### config.mk
export PLATFORM = sky130hd
export DESIGN_NAME = mux_rr_scheduler_flat
export DESIGN_NICKNAME = d
export VERILOG_FILES = /design/src/rtl/mux_rr_scheduler_if.sv /design/src/rtl/mux_rr_scheduler.sv /design/src/flat_wrapper.sv
export SDC_FILE = /design/constraint.sdc
export NUM_CORES = 1
export LEC_CHECK = 0
export CAP_MARGIN = 10
export CORE_UTILIZATION = 33
export CTS_BUF_LIST = sky130_fd_sc_hd__clkbuf_2 sky130_fd_sc_hd__clkbuf_4 sky130_fd_sc_hd__clkbuf_8
export DETAILED_ROUTE_END_ITERATION = 8
export GPL_TIMING_DRIVEN = 0
export SLEW_MARGIN = 20
export SYNTH_ARGS = -nofsm -noshare
export SYNTH_HDL_FRONTEND = slang
export SYNTH_SLANG_ARGS = --single-unit
### constraint.sdc
create_clock -name clk -period 5.5 [get_ports clk]
set_input_delay 1.1 -clock clk [delete_from_list [all_inputs] [get_ports clk]]
set_output_delay 1.1 -clock clk [all_outputs]
set_load 0.05 [all_outputs]
### src/rtl/mux_rr_scheduler_if.sv
// Requester/mux/output channel bundle for mux_rr_scheduler.
// The scheduler takes the master side; the requesters and the downstream sink take the slave side.
interface mux_rr_scheduler_if #(
  parameter int WIDTH = 8
);
  logic [3:0]       req;
  logic [WIDTH-1:0] a;
  logic [WIDTH-1:0] b;
  logic [WIDTH-1:0] c;
  logic [WIDTH-1:0] d;
  logic             out_ready;
  logic [3:0]       gnt;
  logic             S2;
  logic             S1;
  logic [WIDTH-1:0] y;
  logic             y_valid;
  logic             busy;

  modport master (
    input  req, a, b, c, d, out_ready,
    output gnt, S2, S1, y, y_valid, busy
  );

  modport slave (
    output req, a, b, c, d, out_ready,
    input  gnt, S2, S1, y, y_valid, busy
  );
endinterface

### src/rtl/mux_rr_scheduler.sv
// Round-robin scheduler for a shared 4:1 mux: grants one requester at a time for at most
// MAX_HOLD beats, drives {S2,S1} to the granted index and registers the selected word onto y.
module mux_rr_scheduler #(
  parameter int WIDTH    = 8,
  parameter int MAX_HOLD = 4
) (
  input logic                  clk,
  input logic                  rst,
  mux_rr_scheduler_if.master   io_bus
);

  typedef enum logic {
    ST_IDLE  = 1'b0,
    ST_GRANT = 1'b1
  } state_t;

  state_t           r_state, w_state_next;
  logic [1:0]       r_ptr, w_ptr_next;
  logic [3:0]       r_cnt, w_cnt_next;
  logic [1:0]       r_sel, w_sel_next;
  logic [3:0]       r_gnt, w_gnt_next;
  logic [WIDTH-1:0] r_y, w_y_next;
  logic             r_y_valid, w_y_valid_next;

  logic [WIDTH-1:0] w_data [4];
  logic [3:0]       w_rot_req;
  logic [1:0]       w_off;
  logic [1:0]       w_scan_idx;
  logic             w_hold_req;
  logic             w_stall;
  logic             w_load;
  logic [3:0]       w_cnt_inc;

  assign w_data[0] = io_bus.a;
  assign w_data[1] = io_bus.b;
  assign w_data[2] = io_bus.c;
  assign w_data[3] = io_bus.d;

  // Requests rotated so that bit 0 is the source the pointer currently favours.
  genvar gi;
  generate
    for (gi = 0; gi < 4; gi++) begin : g_rot
      logic [1:0] w_idx;
      assign w_idx         = r_ptr + 2'(gi);
      assign w_rot_req[gi] = io_bus.req[w_idx];
    end
  endgenerate

  always_comb begin
    w_off = 2'd3;
    if (w_rot_req[0])      w_off = 2'd0;
    else if (w_rot_req[1]) w_off = 2'd1;
    else if (w_rot_req[2]) w_off = 2'd2;
  end

  assign w_scan_idx = r_ptr + w_off;
  assign w_hold_req = io_bus.req[r_sel];
  assign w_stall    = r_y_valid & ~io_bus.out_ready;
  assign w_cnt_inc  = r_cnt + 4'd1;

  always_comb begin
    w_state_next   = r_state;
    w_ptr_next     = r_ptr;
    w_cnt_next     = r_cnt;
    w_sel_next     = r_sel;
    w_gnt_next     = r_gnt;
    w_y_next       = r_y;
    w_y_valid_next = r_y_valid;
    w_load         = 1'b0;

    case (r_state)
      ST_IDLE: begin
        if (|io_bus.req) begin
          w_gnt_next   = 4'b0001 << w_scan_idx;
          w_sel_next   = w_scan_idx;
          w_cnt_next   = 4'd0;
          w_state_next = ST_GRANT;
        end
      end
      ST_GRANT: begin
        if (!w_hold_req) begin
          w_gnt_next   = 4'b0000;
          w_state_next = ST_IDLE;
          w_ptr_next   = r_sel + 2'd1;
          w_cnt_next   = 4'd0;
        end else if (!w_stall) begin
          w_load     = 1'b1;
          w_cnt_next = w_cnt_inc;
          // The last permitted beat and the release share one edge.
          if (w_cnt_inc == 4'(MAX_HOLD)) begin
            w_gnt_next   = 4'b0000;
            w_state_next = ST_IDLE;
            w_ptr_next   = r_sel + 2'd1;
            w_cnt_next   = 4'd0;
          end
        end
      end
      default: begin
        w_state_next = ST_IDLE;
        w_gnt_next   = 4'b0000;
      end
    endcase

    if (w_load) begin
      w_y_next       = w_data[r_sel];
      w_y_valid_next = 1'b1;
    end else if (io_bus.out_ready) begin
      w_y_valid_next = 1'b0;
    end
  end

  always_ff @(posedge clk or posedge rst) begin
    if (rst) begin
      r_state   <= ST_IDLE;
      r_ptr     <= 2'd0;
      r_cnt     <= 4'd0;
      r_sel     <= 2'd0;
      r_gnt     <= 4'b0000;
      r_y       <= '0;
      r_y_valid <= 1'b0;
    end else begin
      r_state   <= w_state_next;
      r_ptr     <= w_ptr_next;
      r_cnt     <= w_cnt_next;
      r_sel     <= w_sel_next;
      r_gnt     <= w_gnt_next;
      r_y       <= w_y_next;
      r_y_valid <= w_y_valid_next;
    end
  end

  assign io_bus.gnt     = r_gnt;
  assign io_bus.S2      = r_sel[1];
  assign io_bus.S1      = r_sel[0];
  assign io_bus.y       = r_y;
  assign io_bus.y_valid = r_y_valid;
  assign io_bus.busy    = (r_state == ST_GRANT);

endmodule

### src/flat_wrapper.sv
// flat-port wrapper written by rule: the top's interface ports become plain ports
module mux_rr_scheduler_flat 
#(
  parameter int WIDTH    = 8,
  parameter int MAX_HOLD = 4
)
  (clk, rst, io_bus_req, io_bus_a, io_bus_b, io_bus_c, io_bus_d, io_bus_out_ready, io_bus_gnt, io_bus_S2, io_bus_S1, io_bus_y, io_bus_y_valid, io_bus_busy);
  mux_rr_scheduler_if #(.WIDTH(WIDTH)) io_bus_i ();
  input logic clk;
  input logic rst;
  input wire logic [$bits(io_bus_i.req)-1:0] io_bus_req;
  input wire logic [$bits(io_bus_i.a)-1:0] io_bus_a;
  input wire logic [$bits(io_bus_i.b)-1:0] io_bus_b;
  input wire logic [$bits(io_bus_i.c)-1:0] io_bus_c;
  input wire logic [$bits(io_bus_i.d)-1:0] io_bus_d;
  input wire logic [$bits(io_bus_i.out_ready)-1:0] io_bus_out_ready;
  output wire logic [$bits(io_bus_i.gnt)-1:0] io_bus_gnt;
  output wire logic [$bits(io_bus_i.S2)-1:0] io_bus_S2;
  output wire logic [$bits(io_bus_i.S1)-1:0] io_bus_S1;
  output wire logic [$bits(io_bus_i.y)-1:0] io_bus_y;
  output wire logic [$bits(io_bus_i.y_valid)-1:0] io_bus_y_valid;
  output wire logic [$bits(io_bus_i.busy)-1:0] io_bus_busy;
  assign io_bus_i.req = io_bus_req;
  assign io_bus_i.a = io_bus_a;
  assign io_bus_i.b = io_bus_b;
  assign io_bus_i.c = io_bus_c;
  assign io_bus_i.d = io_bus_d;
  assign io_bus_i.out_ready = io_bus_out_ready;
  assign io_bus_gnt = io_bus_i.gnt;
  assign io_bus_S2 = io_bus_i.S2;
  assign io_bus_S1 = io_bus_i.S1;
  assign io_bus_y = io_bus_i.y;
  assign io_bus_y_valid = io_bus_i.y_valid;
  assign io_bus_busy = io_bus_i.busy;
  mux_rr_scheduler #(.WIDTH(WIDTH), .MAX_HOLD(MAX_HOLD)) u_core (.clk(clk), .rst(rst), .io_bus(io_bus_i));
endmodule
# Word-level counts from Yosys, hierarchy flattened
# Cells that the tools add are included.
dict set report op_classes {
  add_sub_neg 5
  order_cmp 5
  n_eq_ne 6
  n_shift 1
  n_mux 37
  bitwise_logic 4
  n_reduce_logical 6
}
# op n
set ops {}
lappend ops {{$mux 4} 8}
lappend ops {{$bmux 8 s2} 1}
lappend ops {{$mux 8} 2}
lappend ops {{$pmux 4 s2} 2}
lappend ops {{$mux 1} 14}
lappend ops {{$lt 2x3->1 const B} 4}
lappend ops {{$mux 2} 5}
lappend ops {{$bmux 1 s2} 4}
lappend ops {{$ne 3x3->1 const B} 2}
lappend ops {{$reduce_and 3->1} 2}
lappend ops {{$add 2x1->2 const B} 2}
lappend ops {{$add 4x1->4 const B} 1}
lappend ops {{$eq 4x3->1 const B} 1}
lappend ops {{$ne 2x2->1 const B} 2}
lappend ops {{$reduce_and 2->1} 2}
lappend ops {{$reduce_or 4->1} 1}
lappend ops {{$shl 1x2->4 const A} 1}
lappend ops {{$ge 3x3->1 const B} 1}
lappend ops {{$not 2->3} 1}
lappend ops {{$add 2x2->2} 1}
lappend ops {{$add 2x2->2 const B} 1}
lappend ops {{$ne 2x1->1 const B} 1}
lappend ops {{$not 1->1} 2}
lappend ops {{$pmux 1 s2} 1}
lappend ops {{2 further kinds} 2}
dict set report word_totals {
  register_bits 22
  in_bits 39
  output_inout_bits 16
}

# Longest topological paths before layout
dict set report depth {
  depth_word 10
  mapped_depth 8
  depth_no_buf 7
}

# Least setup slack after synthesis
# OpenSTA, ideal clock, no wires.
dict set report synth_timing {
  path_kind {in2reg}
  startpoint {in io_bus_req[3]}
  endpoint {reg u_core.r_y[0], in the netlist u_core.io_bus.y[0]}
  arrival_ns 2.221
  path_slack_ns 3.154
  stages 4
  n_path_buf 1
  path_cell_list {mux4_2 > and3_4 > buf_6 > mux2_4}
}
dict set report synth_between {
  elab_chain_len 4
}
# element line
set synth_lines {}
lappend synth_lines {{start, declared} flat_wrapper.sv:11} ;# input wire logic [$bits(io_bus_i.req)-1:0] io_bus_req;
lappend synth_lines {{$bmux 1 s2} mux_rr_scheduler.sv:57} ;# assign w_hold_req = io_bus.req[r_sel];
lappend synth_lines {{$mux 1 (implied by the code)} mux_rr_scheduler.sv:57}
lappend synth_lines {{$mux 1} mux_rr_scheduler.sv:81} ;# if (!w_hold_req) begin
lappend synth_lines {{$mux 1} mux_rr_scheduler.sv:71} ;# case (r_state)
lappend synth_lines {{end signal, assigned} mux_rr_scheduler.sv:127} ;# r_y <= w_y_next;
lappend synth_lines {{end, declared} mux_rr_scheduler.sv:22} ;# logic [WIDTH-1:0] r_y, w_y_next;
# No other way between the ends. The select of a mux whose other input is x is not followed.
# A chain may end at the register's enable or synchronous reset.

# Worst setup path in the final report
dict set report layout_timing {
  startpoint {in io_bus_req[0]}
  endpoint {reg u_core.r_gnt[0], in the netlist u_core.io_bus.gnt[0]}
}
dict set report layout_between {
  elab_chain_len 9
  elab_cells_between_ends 21
  cone_classes {1 x add/sub; 3 x eq/ne; 1 x shift; 14 x mux; 2 x reduce/logical}
}
# element line
set layout_lines {}
lappend layout_lines {{$bmux 1 s2} mux_rr_scheduler.sv:45} ;# assign w_rot_req[gi] = io_bus.req[w_idx];
lappend layout_lines {{$mux 1 (implied by the code)} mux_rr_scheduler.sv:45}
lappend layout_lines {{$mux 1} mux_rr_scheduler.sv:53} ;# else if (w_rot_req[2]) w_off = 2'd2;
lappend layout_lines {{$mux 2} mux_rr_scheduler.sv:52} ;# else if (w_rot_req[1]) w_off = 2'd1;
lappend layout_lines {{$mux 2} mux_rr_scheduler.sv:51} ;# if (w_rot_req[0]) w_off = 2'd0;
lappend layout_lines {{$add 2x2->2} mux_rr_scheduler.sv:56} ;# assign w_scan_idx = r_ptr + w_off;
lappend layout_lines {{$shl 1x2->4} mux_rr_scheduler.sv:74} ;# w_gnt_next = 4'b0001 << w_scan_idx;
lappend layout_lines {{$mux 4} mux_rr_scheduler.sv:73} ;# if (|io_bus.req) begin
lappend layout_lines {{$pmux 4 s2} mux_rr_scheduler.sv:71}
lappend layout_lines {{end signal, assigned} mux_rr_scheduler.sv:126} ;# r_gnt <= w_gnt_next;
lappend layout_lines {{end, declared} mux_rr_scheduler.sv:21} ;# logic [3:0] r_gnt, w_gnt_next;
# Several ways; a longest one is shown, not always the timed one. The select of a mux whose other input is x is not followed.

==> out/results.txt <==
The flow ran to the end, and the final reports show no timing, DRC or antenna violations. The die is 65.4 um tall. The cell type with the highest aggregate area in the netlist was sky130_fd_sc_hd__dfrtp_1.

The worst setup path is of the in2reg kind. The worst register-to-register path has a depth of 8. For the full die area, the log shows 4280 um2. In this run the tightest slew margin relative to its limit is 43.7%. Across the run, the number of max-cap violations was 0.

The worst register-to-register path ends at u_core.io_bus.gnt[2]$_DFFE_PP0P_. The logs give 35.4% for the effective utilization at floorplan and 353 MHz for the highest achievable clock rate. The total iterations of the first detailed-routing run was 4; the count of nets after finishing was 216. The count of buffers added on input and output ports is 54.

For this run, the share of the core covered by cells in the final layout is 52.9%. The setup check on the worst reg-to-reg path leaves a slack of 3.55 ns. The internal power of the cells totals 0.000621 W.

The slew at the pin closest to its max-slew limit is 0.837 ns, and the number of antenna cells inserted is 0. A synthesized cell averages 11.5 um2. In the routed design, unresolved DRC markers number 0. For this block, the initial DRC count from the detailed router was 34. The area growth from synthesis to layout is 49.4%. The worst endpoint required time came out at 5.71 ns. In this run the worst path has a maximum fanout of 8. After floorplanning, the core was divided into 22 placement rows. The via count of the first global-routing pass is 1167.

The logs give 0 for the count of warnings emitted by yosys and 0.498 ns for the post-route worst hold slack. The post-synth net total is 157. The tools report the kind of end point of the critical path as a flip-flop. The source-to-sink clock delay at the later pin of the worst-skew pair is 0.26 ns. The worst hold path endpoint is u_core.io_bus.gnt[3]$_DFFE_PP0P_. The final route contains 1156 vias. The count of nets left with antenna violations once routing finished came out at 0.

The HPWL after detailed placement is 2.55 mm. Measured along the x axis, the die boundary spans 65.4 um. Kind of launch point of the worst setup path: an input pin. Gates resized during post-CTS repair numbered 0. The run gives 0 as the count of endpoints failing setup in the final report. The clock transition at the register clock pins on the worst setup and hold paths after CTS is 0.08 ns, and the per-cell routed wire length is 15.2 um. The total wire length after detailed routing was 3.36 mm.

In this run the most critical hold path is launched from u_core.io_bus.gnt[3]$_DFFE_PP0P_. Setup repair after global routing left no endpoint under its margin. In the synthesized netlist the dominant register cell turns out to be sky130_fd_sc_hd__dfrtp_1. The clock net in this run drives a total of 22 sinks. The number of cells on the worst hold path came out at 1.

The run gives 1 as the number of H-tree levels. The min-delay analysis places its worst path in the category reg2reg. The number of different library cells used by synthesis comes to 36.

The worst-case vdd ir drop was 0.000299 V. Buffers added to address setup during post-CTS repair amount to 0. Wire length of the first global-routing pass: 5.57 mm. TritonCTS built the clock tree. Of all flip-flops after synthesis, the portion carrying an async set or reset was 100%. For this run, the total global-route usage over all layers was measured as 17.0%.

The worst path in the final design needs a cycle of 2.83 ns, including I/O delays and setup. The part of the power in combinational logic was 64.7%. Entering global routing, the biggest net connects 23 pins. The share of total power in the clock network came out at 10.4%. Number of hold-repair buffers added at the cts stage: 0. Cells with a size suffix above 1 make up 14.5% of the layout. The synthesized netlist occupies a cell area of 1330 um2. For the deepest clock path buffer count, the log shows 2. The tree is rooted in a sky130_fd_sc_hd__clkbuf_8.

The run gives 0.000513 W as the power dissipated by switching net loads. For the worst setup path, the data arrival time is 3.04 ns. Synthesis produced 115 cells. The flop and latch count out of synthesis was 22; the sum of overflow across all layers after global routing was 0. For the number of hold-slack violations in the final timing report, the log shows 0. The number of clock buffers added by TritonCTS is 3.

The run gives 1980 um2 as the post-route standard cell area excluding fillers. The launch point of the worst reg-to-reg path was u_core.r_ptr[1]$_DFFE_PP0P_. The post-detailed-route via-to-cell ratio was 5.23; the number of flops mapped to enable cells by yosys was 0.

The tools report the total negative slack for setup checks as 0 ns. Final clock period utilization by the worst path: 51.5%. Across the routed clock network, the largest skew measured is 0.00172 ns.

Sequential cells account for 24.9% of the total power. Once placement finished, the instance area stood at 1930 um2. The tools report the core region area as 3740 um2.

During I/O placement, the number of pins put on the boundary was 55. Net switching is 45.3% of the power. The fraction of post-synthesis cell area in the top cell type by area was 41.5%; the number of pins with negative max-slew slack in the final report was 0.

Sequential elements use 41.5% of the synthesized area. Total power for the finished layout comes to 0.00113 W. The run gives 0.814 as the final weighted congestion in routability-driven placement. The power per unit of standard cell area works out to 572 nW/um2. After synthesis, the cell types taking the most area are sky130_fd_sc_hd__dfrtp_1 (42%), sky130_fd_sc_hd__mux4_2 (15%), sky130_fd_sc_hd__mux2_4 (9.1%). The number of antenna violations at the first check in global routing is 0. The leakage power summed over all cells was 0.808 nW.
[how the worst max path moves through the flow]
stage | startpoint | to | slack [ns] | cells after the start
floorplan | io_bus_req[3] | u_core.io_bus.y[0]$_DFFE_PP0P_ | 3.15 | 4
global placement | io_bus_req[0] | u_core.io_bus.gnt[0]$_DFFE_PP0P_ | 2.47 | 5
detailed placement | io_bus_req[0] | u_core.io_bus.gnt[2]$_DFFE_PP0P_ | 2.43 | 7
CTS | io_bus_req[0] | u_core.io_bus.gnt[2]$_DFFE_PP0P_ | 2.68 | 7
global route | io_bus_req[0] | u_core.io_bus.gnt[0]$_DFFE_PP0P_ | 2.49 | 5
finish | io_bus_req[0] | u_core.io_bus.gnt[0]$_DFFE_PP0P_ | 2.67 | 5
[state kept, by name (all words and copies together) (netlist names)]
name and cells:
u_core.io_bus.gnt 4, u_core.io_bus.y_valid 1, u_core.io_bus.busy 1, u_core.io_bus.y 8, u_core.r_cnt 4, u_core.r_sel 2
u_core.r_ptr 2
[cell usage after synthesis, types with 2 or more instances]
cell type and number:
sky130_fd_sc_hd__nand2_1 11, sky130_fd_sc_hd__a211oi_1 2, sky130_fd_sc_hd__o2bb2ai_1 2, sky130_fd_sc_hd__inv_1 5, sky130_fd_sc_hd__mux2_4 8, sky130_fd_sc_hd__ha_1 3, sky130_fd_sc_hd__a31oi_1 2, sky130_fd_sc_hd__nand3_1 2
sky130_fd_sc_hd__a21oi_1 10, sky130_fd_sc_hd__nor2_1 5, sky130_fd_sc_hd__clkbuf_1 3, sky130_fd_sc_hd__dfrtp_1 22, sky130_fd_sc_hd__o211ai_1 2, sky130_fd_sc_hd__o21ai_0 7, sky130_fd_sc_hd__nor2b_1 2, sky130_fd_sc_hd__mux4_2 9
[kinds of logic (layout without fill, tap and decap cells)]
family / Yosys count / count (layout) / share of synthesized area [%]
AO/OA/AOI/OAI: 30 / 30 / 14.1
AND/OR/NAND/NOR: 30 / 30 / 11.7
flip-flops: 22 / 22 / 41.5
multiplexers: 18 / 18 / 25.1
buffers and inverters: 10 / 68 / 3.49
adder cells (fa/ha/maj): 3 / 3 / 2.83
XOR/XNOR: 2 / 2 / 1.32
[worst max-delay path, cell delays in order]
cell and delay [ns]:
sky130_fd_sc_hd__clkdlybuf4s50_1 0.56, sky130_fd_sc_hd__nor4_1 0.76, sky130_fd_sc_hd__nand2_1 0.18, sky130_fd_sc_hd__o21ai_0 0.22, sky130_fd_sc_hd__a22o_1 0.22
[layout by cell type (no fill, tap or decap), types with 2 or more instances in the layout]
master,synthesis,routed
sky130_fd_sc_hd__a211oi_1,2,2
sky130_fd_sc_hd__nand2_1,11,11
sky130_fd_sc_hd__inv_1,5,5
sky130_fd_sc_hd__a31oi_1,2,2
sky130_fd_sc_hd__o211ai_1,2,2
sky130_fd_sc_hd__o21ai_0,7,7
sky130_fd_sc_hd__clkbuf_8,0,4
sky130_fd_sc_hd__mux2_4,8,8
sky130_fd_sc_hd__o2bb2ai_1,2,2
sky130_fd_sc_hd__nor2b_1,2,2
sky130_fd_sc_hd__mux4_2,9,9
sky130_fd_sc_hd__dfrtp_1,22,22
sky130_fd_sc_hd__a21oi_1,10,10
sky130_fd_sc_hd__clkdlybuf4s50_1,0,54
sky130_fd_sc_hd__ha_1,3,3
sky130_fd_sc_hd__clkbuf_1,3,3
sky130_fd_sc_hd__nor2_1,5,5
sky130_fd_sc_hd__nand3_1,2,2
[stage by stage]
step	setup slack (ns)	instances
after CTS	2.68	221
after global placement	2.47	217
after detailed placement	2.43	217
after floorplan	3.15	115
final	2.67	221
after global routing	2.49	221
[metal layers]
layer	wire length [um]	vias up	part of all wire, %	track usage, %
li1	-	555	-	-
met3	330	2	9.8	4.17
met5	0	-	0	0
met1	1590	538	47	23.3
met4	23	0	0.68	4.35
met2	1420	61	42	26.8
[area by class of cell]
cell class,count,area [um2]
fill,347,1760
multi-input combinational,83,729
sequential,22,551
timing repair buffer,54,541
tap,48,60.1
clock buffer,4,55.1
buffer,5,27.5
inverter,5,18.8
[power groups by stage]
stage               sequential [W]  clock [W]  combinational, W
floorplan                 0.000463          0          0.000348
global placement          0.000283          0          0.000727
detailed placement        0.000285          0          0.000733
CTS                       0.000283   0.000124          0.000738
global route              0.000295   0.000129          0.000787
finish                    0.000282   0.000118          0.000733
(Power assumes the default switching activity.)
